--- src/rtl/mod_n_counter.sv ---
`default_nettype none
// ============================================================================
//  Module   : mod_n_counter
//  Purpose  : Synchronous modulo-N up/down counter with parallel load,
//             saturate mode and a combinational terminal count for cascading.
//  Revision : 1.0  initial release
// ============================================================================
module mod_n_counter #(
   parameter int unsigned WIDTH       = 4,
   parameter int unsigned MODULUS     = 10,
   parameter int unsigned RESET_VALUE = 0
) (
   input  logic             clk,
   input  logic             clear,
   input  logic             en,
   input  logic             up,
   input  logic             load,
   input  logic [WIDTH-1:0] load_val,
   input  logic             sat,
   output logic [WIDTH-1:0] q,
   output logic             tc,
   output logic             wrap,
   output logic             load_err
);

   localparam logic [WIDTH-1:0] MAX_VAL   = WIDTH'(MODULUS - 1);
   localparam logic [WIDTH-1:0] RST_VAL   = WIDTH'(RESET_VALUE);
   localparam logic [WIDTH:0]   MOD_EXT   = (WIDTH+1)'(MODULUS);

   generate
      if ((MODULUS < 2) || (64'(MODULUS) > (64'd1 << WIDTH)) ||
          (RESET_VALUE >= MODULUS)) begin : g_bad_params
         $error("mod_n_counter: illegal WIDTH/MODULUS/RESET_VALUE combination");
      end
   endgenerate

   logic [WIDTH-1:0] count_q, count_d;
   logic             wrap_q, wrap_d;
   logic             load_err_q, load_err_d;
   logic             load_ok;
   logic             at_max, at_zero;

   // Zero-extend by one bit so MODULUS = 2^WIDTH still compares correctly.
   assign load_ok = ({1'b0, load_val} < MOD_EXT);
   assign at_max  = (count_q == MAX_VAL);
   assign at_zero = (count_q == '0);

   always_comb begin
      count_d    = count_q;
      wrap_d     = 1'b0;
      load_err_d = 1'b0;
      if (load) begin
         if (load_ok) begin
            count_d = load_val;
         end else begin
            load_err_d = 1'b1;
         end
      end else if (en) begin
         if (up) begin
            if (at_max) begin
               if (!sat) begin
                  count_d = '0;
                  wrap_d  = 1'b1;
               end
            end else begin
               count_d = count_q + 1'b1;
            end
         end else begin
            if (at_zero) begin
               if (!sat) begin
                  count_d = MAX_VAL;
                  wrap_d  = 1'b1;
               end
            end else begin
               count_d = count_q - 1'b1;
            end
         end
      end
   end

   always_ff @(posedge clk or posedge clear) begin
      if (clear) begin
         count_q    <= RST_VAL;
         wrap_q     <= 1'b0;
         load_err_q <= 1'b0;
      end else begin
         count_q    <= count_d;
         wrap_q     <= wrap_d;
         load_err_q <= load_err_d;
      end
   end

   // Terminal count stays combinational so a cascaded stage advances on the same edge.
   assign tc       = en & (up ? at_max : at_zero);
   assign q        = count_q;
   assign wrap     = wrap_q;
   assign load_err = load_err_q;

endmodule
`default_nettype wire

--- config.mk ---
export PLATFORM = sky130hd
export DESIGN_NAME = mod_n_counter
export DESIGN_NICKNAME = d
export VERILOG_FILES = /design/src/rtl/mod_n_counter.sv
export SDC_FILE = /design/constraint.sdc
export NUM_CORES = 1
export LEC_CHECK = 0
export ABC_AREA = 1
export CAP_MARGIN = 10
export CORE_AREA = 5 5 42 44
export CTS_CLUSTER_DIAMETER = 100
export DETAILED_ROUTE_END_ITERATION = 10
export DIE_AREA = 0 0 47 49
export HOLD_SLACK_MARGIN = 0.1
export PLACE_DENSITY = 0.72
export SETUP_SLACK_MARGIN = 0.05
export SLEW_MARGIN = 25
export SYNTH_ARGS = -nofsm -noshare
export SYNTH_HDL_FRONTEND = slang
export SYNTH_SLANG_ARGS = --single-unit
--- constraint.sdc ---
create_clock -name clk -period 1.6 [get_ports clk]
set_input_delay 0.32 -clock clk [delete_from_list [all_inputs] [get_ports clk]]
set_output_delay 0.32 -clock clk [all_outputs]
set_load 0.02 [all_outputs]
* After elaboration in Yosys (flattened, before gate mapping)
Index checks and enable logic that the tools add are counted.
** Storage, ports and cells
- Register bits :: 6
- Input port bits :: 10
- Output and inout bits :: 7
- Word-level logic and storage cells :: 31
** Cells by class
- Add/sub/neg operators :: 2
- $lt $le $gt $ge :: 1
- Eq/ne operators :: 4
- Muxes and demuxes :: 17
- Bitwise gates (word level) :: 1
- Reductions and logical operators :: 3
** Operators by type and width (number)
- $mux W4 :: 8
- $mux W1 :: 9
- $ne A4 B4 Y1 const B :: 2
- $add A4 B1 Y4 const B :: 1
- $eq A4 B4 Y1 const B :: 1
- $logic_not A4 Y1 :: 1
- $lt A4 B4 Y1 const B :: 1
- $reduce_and A4 Y1 :: 1
- $sub A4 B1 Y4 const B :: 1
- $ne A2 B1 Y1 const B :: 1
- $reduce_bool A2 Y1 :: 1
- $and A1 B1 Y1 :: 1

* Logic depth before layout (Yosys ltp)
Gate-level depths: netlist (run 1).
- Depth after elaboration :: 5
- Gate-level depth with buffers :: 10
- Depth with buffers taken out :: 10

* Least setup slack after synthesis (run 1)
OpenSTA, ideal clock, no wires.
- Kind :: register to output
- Start point :: register count_q[2], in the netlist q[2]
- End point :: output port tc
- Data arrival time :: 1122 ps
- Required time :: 1280 ps
- Setup slack :: 158 ps
- Cell stages (with the launch flop) :: 8
- Cell sequence :: dfrtp_1 > inv_2 > nand2_2 > nor2_2 > nor2_1 > inv_1 > nand3_1 > inv_1
** Between the ends
- Longest elaborated chain between the ends :: 3
- Elaborated cells between the ends (all ways) :: 4
** RTL lines
- from (decl) :: line 37 : logic [WIDTH-1:0] count_q, count_d;
- from (signal assigned) :: line 87 : count_q <= count_d;
- $eq A4 B4 Y1 / $logic_not A4 Y1 (equally long branches) :: line 45, 46
- $mux W1 (*) :: line 94 : assign tc = en & (up ? at_max : at_zero);
- $and A1 B1 Y1 (*) :: line 94
- to (decl) :: line 21 : output logic tc,
Mark *: on every way between the ends. The rest lies on a longest branch, timed or not.

* Worst setup path after layout (run 1)
- Start point :: register count_q[1], in the netlist q[1]
- End point :: output port tc
The elaborated chain is that of the path after synthesis.

==> impl_metrics.csv, run 1 <==
group,metric,value,unit
yosys,leading_post_synthesis_cells_by_instance_count,"30 x sky130_fd_sc_hd__nand2_1, 7 x sky130_fd_sc_hd__nand3_1, 6 x sky130_fd_sc_hd__dfrtp_1, 6 x sky130_fd_sc_hd__inv_1, 5 x sky130_fd_sc_hd__nor2_1",
clocking,clock_tree_from_tritoncts,"done",
power,design_power_total,765,uW
power,power.leakage,0.000458,uW
timing,grt_setup_unrepaired,"true",
status,run_status,"finished, violations left",
timing,clock_skew,0.00158,ns
global_route,grt_max_degree,8,
clocking,cts_buf_count,3,
worst_setup_path,r2r_slack,0.27,ns
yosys,mapped_area,494,um2
status,violations_in_the_final_reports,"setup timing",
global_route,grt_usage,0.135,
drt,route.detailed.wl_per_inst,11.0,um
clocking,clockBufferDepth,2,
cells_and_area,final_layout_size_suffix_gt1_frac,0.364,
drt,vias_per_cell,5.07,
worst_setup_path,worst_ep_required_time,1.28,ns
drt,drtIter0Drc,14,
global_route,antenna_violations_before_repair,0,
yosys,synth-simple-area-share,0.529,
yosys,number_of_enable_flip_flop_cells_after_synthesis,0,
placement,placedCellCount,128,
yosys,multiplexer_area_fraction_after_synthesis,0,
placement,placed_cell_area,810,um2
timing,setup_violations_final,1,
run,cap_viol_max_count,0,
floorplan,core_region_area,1400,um2
yosys,yosys_register_bits,6,
placement,place.detailed.hpwl,1.18,mm
yosys,synthDistinctLibCells,17,
floorplan,initial_core_util,0.353,
timing,relSlewSlack,0.800,
timing,timing.fmax,0.614,GHz
global_route,first_global_vias,595,
yosys,synth_top_family_by_area,"simple AND/OR/NAND/NOR gates",
cells_and_area,syn_to_final_growth,74.7,%
floorplan,floorplan.rows,14,
placement,finalWeightedCongestion,0.759,
yosys,synth_fp_nets,88,
drt,firstDrtPassIters,4,
yosys,sequential_share_of_the_synthesized_area,0.304,
power,worst_ir_drop_vdd,0.729,mV
clocking,cts_num_sinks,6,
clocking,clock_tree.root_cell,"sky130_fd_sc_hd__clkbuf_4",
yosys,post-synth-top-count-cell,"sky130_fd_sc_hd__nand2_1",
min_path,worst_hold_path_type,"in2async",
worst_setup_path,arrival_time_worst_endpoint,1.31,ns
timing,fin_hold_viols,0,
clocking,worst_setup_hold_path_clk_slew,0.04,ns
cells_and_area,fin_nets,130,
placement,dp_worst_setup_slack,-0.431,ns
drt,drc_errors,0,
floorplan,area_enclosed_by_the_die_boundary,2300,um2
yosys,synth_area_leader_cell,"sky130_fd_sc_hd__dfrtp_1",
yosys,synthDominantCellAreaShare,0.304,
yosys,synth-compound-area-share,0.0911,
power,power-per-cell-area,886,nW/um2
timing,fin_crit,1.63,ns
global_route,grt-ovfl-total,0,
drt,antenna_left,0,
cells_and_area,nFillCells,138,
clocking,worstSkewPairLatency,0.24,ns
yosys,async_reset_ff_frac,1.00,
yosys,postSynth.topFlopCell,"sky130_fd_sc_hd__dfrtp_1",
yosys,synthXorXnorAreaFrac,0,
floorplan,floorplan.die.width,47,um
worst_setup_path,timing.critical_path.to_type,"output pin",
cells_and_area,post_layout_nonfiller_instances,134,
cells_and_area,final_design_area_no_fill,863,um2
yosys,synthesis.area_per_instance,6.34,um2
yosys,synth_adder_area_share,0,
timing,timing_worst_slew_pin_value,0.299,ns
drt,routed_wl,1.47,mm
timing,timing.final.crit_share,1.02,
drt,vias,679,
placement,placement.io_buffers,16,
floorplan,fp.dieH,49,um
yosys,ys.warnings.count,0,
floorplan,io_pins,17,
worst_setup_path,worst_r2r_startpoint,"q[1]",
worst_setup_path,r2r-end,"wrap",
timing,layout_setup_ws,-0.0281,ns
cells_and_area,antenna_cells,0,
worst_setup_path,crit_path_start_kind,"register",
global_route,grt_first_pass_wirelength,2.33,mm
timing,maxSlewViolCount,0,
yosys,netlist_top_cells_area,"sky130_fd_sc_hd__dfrtp_1 30%, sky130_fd_sc_hd__nand2_1 23%, sky130_fd_sc_hd__nand3_1 7.1%",
worst_setup_path,ff2ff_path_depth,8,
worst_setup_path,timing_worst_setup_path_type,"reg2out",
yosys,synthesis.instances,78,
clocking,clock_tree.htree_level_count,1,
worst_setup_path,crit_fanout,4,
[registers in the layout (all words and copies together) (netlist names)]
register  count
load_err      1
q             4
wrap          1
[worst max path at each step]
stage	start	to	cells after the start	slack [ns]
after detailed placement	up	tc	7	-0.43
after CTS	q[1]	tc	8	-0.03
after global routing	q[1]	tc	8	-0.11
after global placement	up	tc	7	-0.40
after floorplan	q[2]	tc	7	0.16
final	q[1]	tc	8	-0.03
[layout make-up]
class	count	area, um2	share of cell area
inverter	10	37.5	0.0435
timing repair buffer	37	312	0.361
clock buffer	3	22.5	0.0261
sequential	6	150	0.174
tap	16	20.0	0.0232
multi-input combinational	62	322	0.372
[cell usage in the layout (no fill, tap or decap), types with 2 or more instances in the layout]
| cell type | count |
|---|---|
| sky130_fd_sc_hd__nand2_1 | 29 |
| sky130_fd_sc_hd__buf_4 | 21 |
| sky130_fd_sc_hd__clkdlybuf4s50_1 | 11 |
| sky130_fd_sc_hd__nand3_1 | 6 |
| sky130_fd_sc_hd__dfrtp_1 | 6 |
| sky130_fd_sc_hd__inv_2 | 5 |
| sky130_fd_sc_hd__inv_1 | 5 |
| sky130_fd_sc_hd__nor2_1 | 4 |
| sky130_fd_sc_hd__o21ai_0 | 4 |
| sky130_fd_sc_hd__nand4_1 | 3 |
| sky130_fd_sc_hd__nand2_2 | 3 |
| sky130_fd_sc_hd__nor2_4 | 3 |
| sky130_fd_sc_hd__clkbuf_4 | 3 |
| sky130_fd_sc_hd__nor2_2 | 2 |
| sky130_fd_sc_hd__o21ai_1 | 2 |
| sky130_fd_sc_hd__dlygate4sd2_1 | 2 |
[cells by family (layout without fill, tap and decap cells)]
kind of cell | after synthesis | in the layout
DFF | 6 | 6
and+or+nand+nor | 54 | 54
AOI/OAI and AO/OA | 8 | 8
buffers and inverters | 10 | 50
[routing by layer]
| metal | wire length [um] | track usage |
|---|---|---|
| met1 | 568 | 0.157 |
| met2 | 807 | 0.229 |
| met3 | 80 | 0.0258 |
| met4 | 16 | 0.0599 |
| met5 | 0 | 0 |
[power breakdown]
part           internal [uW]  leakage [uW]  switching [uW]
clock network           84.3     0.0000138            47.3
registers                175     0.0000762            25.5
logic                    206      0.000368             227
total                    466      0.000458             299
[repair_timing]
| item | CTS | global route |
|---|---|---|
| setup buffers | 0 | 3 |
| pin swaps | 0 | 2 |
| resized for setup | 10 | 8 |
| endpoints found under the setup margin | 5 | 1 |
| hold buffers | 0 | 0 |
[through the flow]
step / TNS [ns] / hold WS, ns / utilization
2_1_floorplan: 0 / 0.111 / -
3_3_place_gp: -0.480 / 0.538 / 0.578
3_5_place_dp: -0.543 / 0.571 / 0.578
4_1_cts: -0.0345 / 0.315 / 0.590
5_1_grt: -0.115 / 0.322 / 0.616
6_report: -0.0281 / 0.315 / 0.616
[worst max-delay path, stage by stage, from the launching register on]
cell                      delay, ns
sky130_fd_sc_hd__dfrtp_1       0.43
sky130_fd_sc_hd__inv_2         0.09
sky130_fd_sc_hd__nand2_2       0.06
sky130_fd_sc_hd__nor2_4        0.13
sky130_fd_sc_hd__nor2_2        0.05
sky130_fd_sc_hd__inv_1         0.06
sky130_fd_sc_hd__nand3_2       0.08
sky130_fd_sc_hd__inv_2         0.06
sky130_fd_sc_hd__buf_6         0.11
Note: power is estimated with default switching activity, not from simulation.
==> run 2, diff against run 1 <==
--- a/config.mk
+++ b/config.mk
@@ -8,6 +8,7 @@
 export ABC_AREA = 1
 export CAP_MARGIN = 10
 export CORE_AREA = 5 5 42 44
+export CTS_BUF_LIST = sky130_fd_sc_hd__clkbuf_16
 export CTS_CLUSTER_DIAMETER = 100
 export DETAILED_ROUTE_END_ITERATION = 10
 export DIE_AREA = 0 0 47 49
==> run 2 against run 1 <==
Effect of this change: clock skew fell by 0.00092 ns; sequential power barely moved; flip-flop and latch count did not move; global-route usage rose by 1.5 points; routed wire length rose by 11%; critical path depth did not move; clock power rose to 3.0 times the previous value; the run still ends with setup timing left; die area did not move.
==> impl_metrics.csv, run 2 (synthesized netlist as in run 1, its figures left out) <==
group,metric,value,unit
status,run_status,"finished, violations left",
status,violations_in_the_final_reports,"setup timing",
floorplan,core_region_area,1400,um2
worst_setup_path,timing.critical_path.to_type,"output pin",
worst_setup_path,crit_fanout,4,
clocking,clock_tree.root_cell,"sky130_fd_sc_hd__clkbuf_16",
drt,drtIter0Drc,13,
drt,antenna_left,0,
clocking,clock_tree.htree_level_count,1,
floorplan,fp.dieH,49,um
global_route,first_global_vias,612,
timing,clock_skew,0.000660,ns
worst_setup_path,crit_top_cell,"sky130_fd_sc_hd__inv_2",
power,power_frac_seq,0.195,
clocking,clock_tree_from_tritoncts,"done",
drt,route.detailed.wl_per_inst,12.2,um
floorplan,area_enclosed_by_the_die_boundary,2300,um2
drt,vias,662,
power,share_comb_of_total_power,0.426,
placement,place.detailed.hpwl,1.18,mm
power,power_report.internal_total,708,uW
timing,fin_hold_viols,0,
global_route,grt_first_pass_wirelength,2.55,mm
timing,relSlewSlack,0.785,
global_route,grt-ovfl-total,0,
floorplan,io_pins,17,
placement,placement.io_buffers,16,
worst_setup_path,worst_ep_required_time,1.28,ns
power,design_power_total,1050,uW
drt,routed_wl,1.64,mm
timing,timing_worst_slew_pin_value,0.322,ns
timing,aggregate_negative_setup_slack,-0.00122,ns
worst_setup_path,critical-path-slowest-cell,"sky130_fd_sc_hd__dfrtp_1",
power,power.leakage,0.000487,uW
drt,vias_per_cell,4.90,
cells_and_area,post_layout_nonfiller_instances,135,
clocking,cts_buf_count,3,
power,share_clk_of_total_power,0.379,
cells_and_area,final_layout_size_suffix_gt1_frac,0.387,
timing,grt_setup_unrepaired,"true",
timing,timing.final.crit_share,1.00,
cells_and_area,fin_nets,131,
run,cap_viol_max_count,0,
timing,layout_setup_ws,-0.00122,ns
drt,firstDrtPassIters,4,
placement,finalWeightedCongestion,0.759,
cells_and_area,final_common_cell,"sky130_fd_sc_hd__nand2_1",
worst_setup_path,cp_num_buf_inv,4,
cells_and_area,syn_to_final_growth,89.1,%
timing,setup_violations_final,1,
cells_and_area,commonest_non_fill_non_tap_cells_in_the_layout,"29 x sky130_fd_sc_hd__nand2_1, 22 x sky130_fd_sc_hd__buf_4, 11 x sky130_fd_sc_hd__clkdlybuf4s50_1",
global_route,grt_usage,0.150,
power,power.share.switching,0.324,
worst_setup_path,slowest_stage_delay_on_critical_path,0.44,ns
floorplan,floorplan.rows,14,
cells_and_area,largest_reg_flops,4,
floorplan,floorplan.die.width,47,um
worst_setup_path,crit_chain,"inv_2 -> nand2_2 -> nor2_4 -> nor2_4 -> inv_2 -> nand3_2 -> inv_2 -> buf_6",
cells_and_area,nFillCells,124,
timing,maxSlewViolCount,0,
global_route,grt_max_degree,8,
worst_setup_path,crit_path_start_kind,"register",
placement,dp_worst_setup_slack,-0.431,ns
power,power-per-cell-area,1120,nW/um2
cells_and_area,antenna_cells,0,
clocking,cts_num_sinks,6,
timing,fin_crit,1.60,ns
clocking,post_cts_hold_buffer_count,0,
clocking,worstSkewPairLatency,0.22,ns
global_route,antenna_violations_before_repair,0,
placement,placedCellCount,128,
timing,timing.fmax,0.625,GHz
min_path,worst_hold_path_type,"in2async",
clocking,clockBufferDepth,2,
power,switchingPower,339,uW
worst_setup_path,critPathTopFamily,"flip-flops",
power,worst_ir_drop_vdd,1.06,mV
floorplan,initial_core_util,0.353,
clocking,worst_setup_hold_path_clk_slew,0.03,ns
drt,drc_errors,0,
worst_setup_path,arrival_time_worst_endpoint,1.28,ns
worst_setup_path,r2r_slack,0.16,ns
worst_setup_path,timing_worst_setup_path_type,"reg2out",
[run 2: cell count changes in the layout (fill, tap and decap cells not counted)]
cell	before	now
sky130_fd_sc_hd__buf_4	21	22
sky130_fd_sc_hd__clkbuf_16	0	3
sky130_fd_sc_hd__clkbuf_2	1	0
sky130_fd_sc_hd__clkbuf_4	3	0
sky130_fd_sc_hd__dlygate4sd2_1	2	3
sky130_fd_sc_hd__inv_1	5	3
sky130_fd_sc_hd__inv_2	5	7
sky130_fd_sc_hd__nor2_1	4	3
sky130_fd_sc_hd__nor2_4	3	4
[run 2: metal layers]
layer  track usage  share of wire
met3        0.0221          0.050
met4        0.0553          0.021
met1         0.183           0.39
met2         0.253           0.54
met5             0              0
[run 2: metrics by stage]
step	cell area, um2	util	hold WS [ns]
after floorplan	494	-	0.111
after detailed placement	810	0.578	0.571
final	935	0.667	0.338
after global routing	935	0.667	0.368
after global placement	810	0.578	0.538
after CTS	880	0.628	0.354
[run 2: worst paths after layout]
path,start,to,cells past startpoint
worst max-delay path,q[1],tc,8
worst min register to register,q[3],q[3],3
worst min-delay path,clear,load_err,2
max in group asynchronous,clear,q[2],2
worst max register to register,q[1],q[2],10
min in group clk,q[3],q[3],3
[run 2: final cells by class]
cell class / instances / area (um2) / area share
Timing Repair Buffer: 38 / 323 / 0.345
Multi-Input combinational cell: 62 / 329 / 0.352
Sequential cell: 6 / 150 / 0.161
Tap cell: 16 / 20.0 / 0.0214
Clock buffer: 3 / 75.1 / 0.0803
Inverter: 10 / 37.5 / 0.0402
[run 2: power by group through the flow]
stage	registers, uW	logic (uW)	clock network, uW
final	204	446	397
after CTS	200	403	403
after floorplan	242	159	0
after detailed placement	201	414	0
after global routing	209	492	422
after global placement	200	407	0
[run 2: timing repair]
item | CTS | global route
pin swaps | 1 | 2
endpoints found under the setup margin | 5 | 1
buffers inserted | 0 | 4
resized for setup | 10 | 10
hold endpoints to repair | 0 | 0
==> run 3, diff against run 2 <==
--- a/config.mk
+++ b/config.mk
@@ -10,11 +10,13 @@
 export CORE_AREA = 5 5 42 44
 export CTS_BUF_LIST = sky130_fd_sc_hd__clkbuf_16
 export CTS_CLUSTER_DIAMETER = 100
+export CTS_CLUSTER_SIZE = 12
 export DETAILED_ROUTE_END_ITERATION = 10
 export DIE_AREA = 0 0 47 49
 export HOLD_SLACK_MARGIN = 0.1
 export PLACE_DENSITY = 0.72
 export SETUP_SLACK_MARGIN = 0.05
+export SKIP_CTS_REPAIR_TIMING = 1
 export SLEW_MARGIN = 25
 export SYNTH_ARGS = -nofsm -noshare
 export SYNTH_HDL_FRONTEND = slang
==> run 3 against run 2 <==
Effect of this change: the flow now finishes without violations; combinational power fell by 5.2%; die area stayed put; clock power about the same; hold slack about the same; critical path type is now in2out; largest cell class unchanged; largest power group unchanged.
==> impl_metrics.csv, run 3 (synthesized netlist as in run 1, its figures left out) <==
group,metric,value,unit
global_route,antenna_violations_before_repair,0,
drt,vias_per_cell,4.89,
power,worst_ir_drop_vdd,1.09,mV
timing,clock_skew,0.00178,ns
global_route,grt-ovfl-total,0,
power,power.leakage,0.000505,uW
worst_setup_path,critical-path-slowest-cell,"sky130_fd_sc_hd__clkdlybuf4s50_1",
run,cap_viol_max_count,0,
power,share_comb_of_total_power,0.415,
worst_setup_path,crit_chain,"clkdlybuf4s50_1 -> inv_2 -> nor2_2 -> inv_1 -> nand3_1 -> inv_1 -> buf_4",
power,share_clk_of_total_power,0.389,
worst_setup_path,arrival_time_worst_endpoint,1.27,ns
global_route,grt_first_pass_wirelength,2.55,mm
power,power-per-cell-area,1130,nW/um2
drt,drtIter0Drc,7,
worst_setup_path,crit_top_cell,"sky130_fd_sc_hd__inv_1",
timing,aggregate_negative_setup_slack,0,ns
worst_setup_path,timing.critical_path.to_type,"output pin",
worst_setup_path,timing_worst_setup_path_type,"in2out",
cells_and_area,final_layout_size_suffix_gt1_frac,0.330,
drt,antenna_left,0,
placement,finalWeightedCongestion,0.759,
clocking,cts_num_sinks,6,
timing,fin_crit,1.59,ns
cells_and_area,syn_to_final_growth,82.5,%
floorplan,core_region_area,1400,um2
floorplan,initial_core_util,0.353,
floorplan,floorplan.die.width,47,um
timing,maxSlewViolCount,0,
drt,vias,640,
worst_setup_path,crit_fanout,3,
clocking,clock_tree.root_cell,"sky130_fd_sc_hd__clkbuf_16",
power,power_report.internal_total,696,uW
worst_setup_path,slowest_stage_delay_on_critical_path,0.49,ns
worst_setup_path,crit_path_start_kind,"primary input",
timing,grt_setup_unrepaired,"true",
floorplan,io_pins,17,
placement,placement.io_buffers,16,
clocking,clockBufferDepth,2,
power,power.share.switching,0.318,
status,run_status,"finished clean",
power,switchingPower,324,uW
drt,drc_errors,0,
clocking,worstSkewPairLatency,0.22,ns
clocking,clock_tree_from_tritoncts,"done",
global_route,grt_max_degree,8,
clocking,cts_buf_count,3,
timing,timing.final.crit_share,0.994,
timing,timing.fmax,0.629,GHz
min_path,worst_hold_path_type,"in2async",
timing,timing_worst_slew_pin_value,0.308,ns
clocking,clock_tree.htree_level_count,1,
drt,firstDrtPassIters,6,
cells_and_area,multi_input_comb_area,317,um2
drt,route.detailed.wl_per_inst,11.8,um
clocking,worst_setup_hold_path_clk_slew,0.03,ns
cells_and_area,fin_nets,127,
floorplan,area_enclosed_by_the_die_boundary,2300,um2
placement,place.detailed.hpwl,1.18,mm
floorplan,fp.dieH,49,um
cells_and_area,commonest_non_fill_non_tap_cells_in_the_layout,"29 x sky130_fd_sc_hd__nand2_1, 19 x sky130_fd_sc_hd__buf_4, 11 x sky130_fd_sc_hd__clkdlybuf4s50_1",
global_route,grt_usage,0.149,
timing,whs,0.338,ns
global_route,first_global_vias,615,
cells_and_area,final_common_cell,"sky130_fd_sc_hd__nand2_1",
timing,relSlewSlack,0.794,
timing,fin_hold_viols,0,
timing,setup_violations_final,0,
power,power_frac_seq,0.196,
cells_and_area,largest_reg_flops,4,
floorplan,floorplan.rows,14,
drt,routed_wl,1.55,mm
worst_setup_path,worst_ep_required_time,1.28,ns
cells_and_area,antenna_cells,0,
cells_and_area,nFillCells,132,
cells_and_area,seqCellArea,150,um2
==> run 3: cell types whose count changed in the layout (fill, tap and decap cells not counted), sizes merged <==
| cell | change |
|---|---|
| clkdlybuf4s15 | -1 |
| dlymetal6s2s | +4 |
| buf | -4 |
| dlygate4sd2 | -3 |
==> run 3: area by class of cell <==
type                    count  share of cell area
multi-input cells          62               0.351
repair buffers             34               0.336
flip-flops and latches      6               0.166
clock buffers               3              0.0832
inverters                  10              0.0416
well taps                  16              0.0222
==> run 3: metrics by stage <==
| step | util | total power (uW) | worst slack (ns) | instance area (um2) | std cells |
|---|---|---|---|---|---|
| global placement | 0.578 | 607 | -0.398 | 810 | 128 |
| global route | 0.644 | 1090 | -0.0755 | 902 | 131 |
| finish | 0.644 | 1020 | 0.00985 | 902 | 131 |
| CTS | 0.631 | 1020 | -0.485 | 885 | 131 |
| detailed placement | 0.578 | 615 | -0.431 | 810 | 128 |
| floorplan | - | 400 | 0.158 | 494 | 78 |
==> run 3: worst max-delay path, delay by kind of cell <==
kind	cells	cell delay [ns]
and+or+nand+nor	2	0.17
buffers and inverters	5	0.78
==> run 3: routing by layer <==
metal	vias up	track usage	routed length [um]
met5	-	0	0
met1	295	0.183	636
met2	19	0.251	841
li1	326	-	-
met3	0	0.0221	73
met4	0	0.0553	0
==> run 3: final timing paths <==
check	start	end	slack [ns]	depth (start not counted)
setup / recovery	up	tc	0.01	7
hold / removal	clear	load_err	0.34	2
setup reg to reg	q[1]	wrap	0.29	8
hold reg to reg	q[2]	q[2]	0.69	3
max in group asynchronous	clear	q[2]	1.07	2
min in group clk	q[2]	q[2]	0.69	3
==> run 3: power groups by stage <==
stage               sequential (uW)  clock [uW]  combinational, uW
finish                          200         397                423
global route                    205         422                464
CTS                             200         403                419
detailed placement              201           0                414
global placement                200           0                407
floorplan                       242           0                159
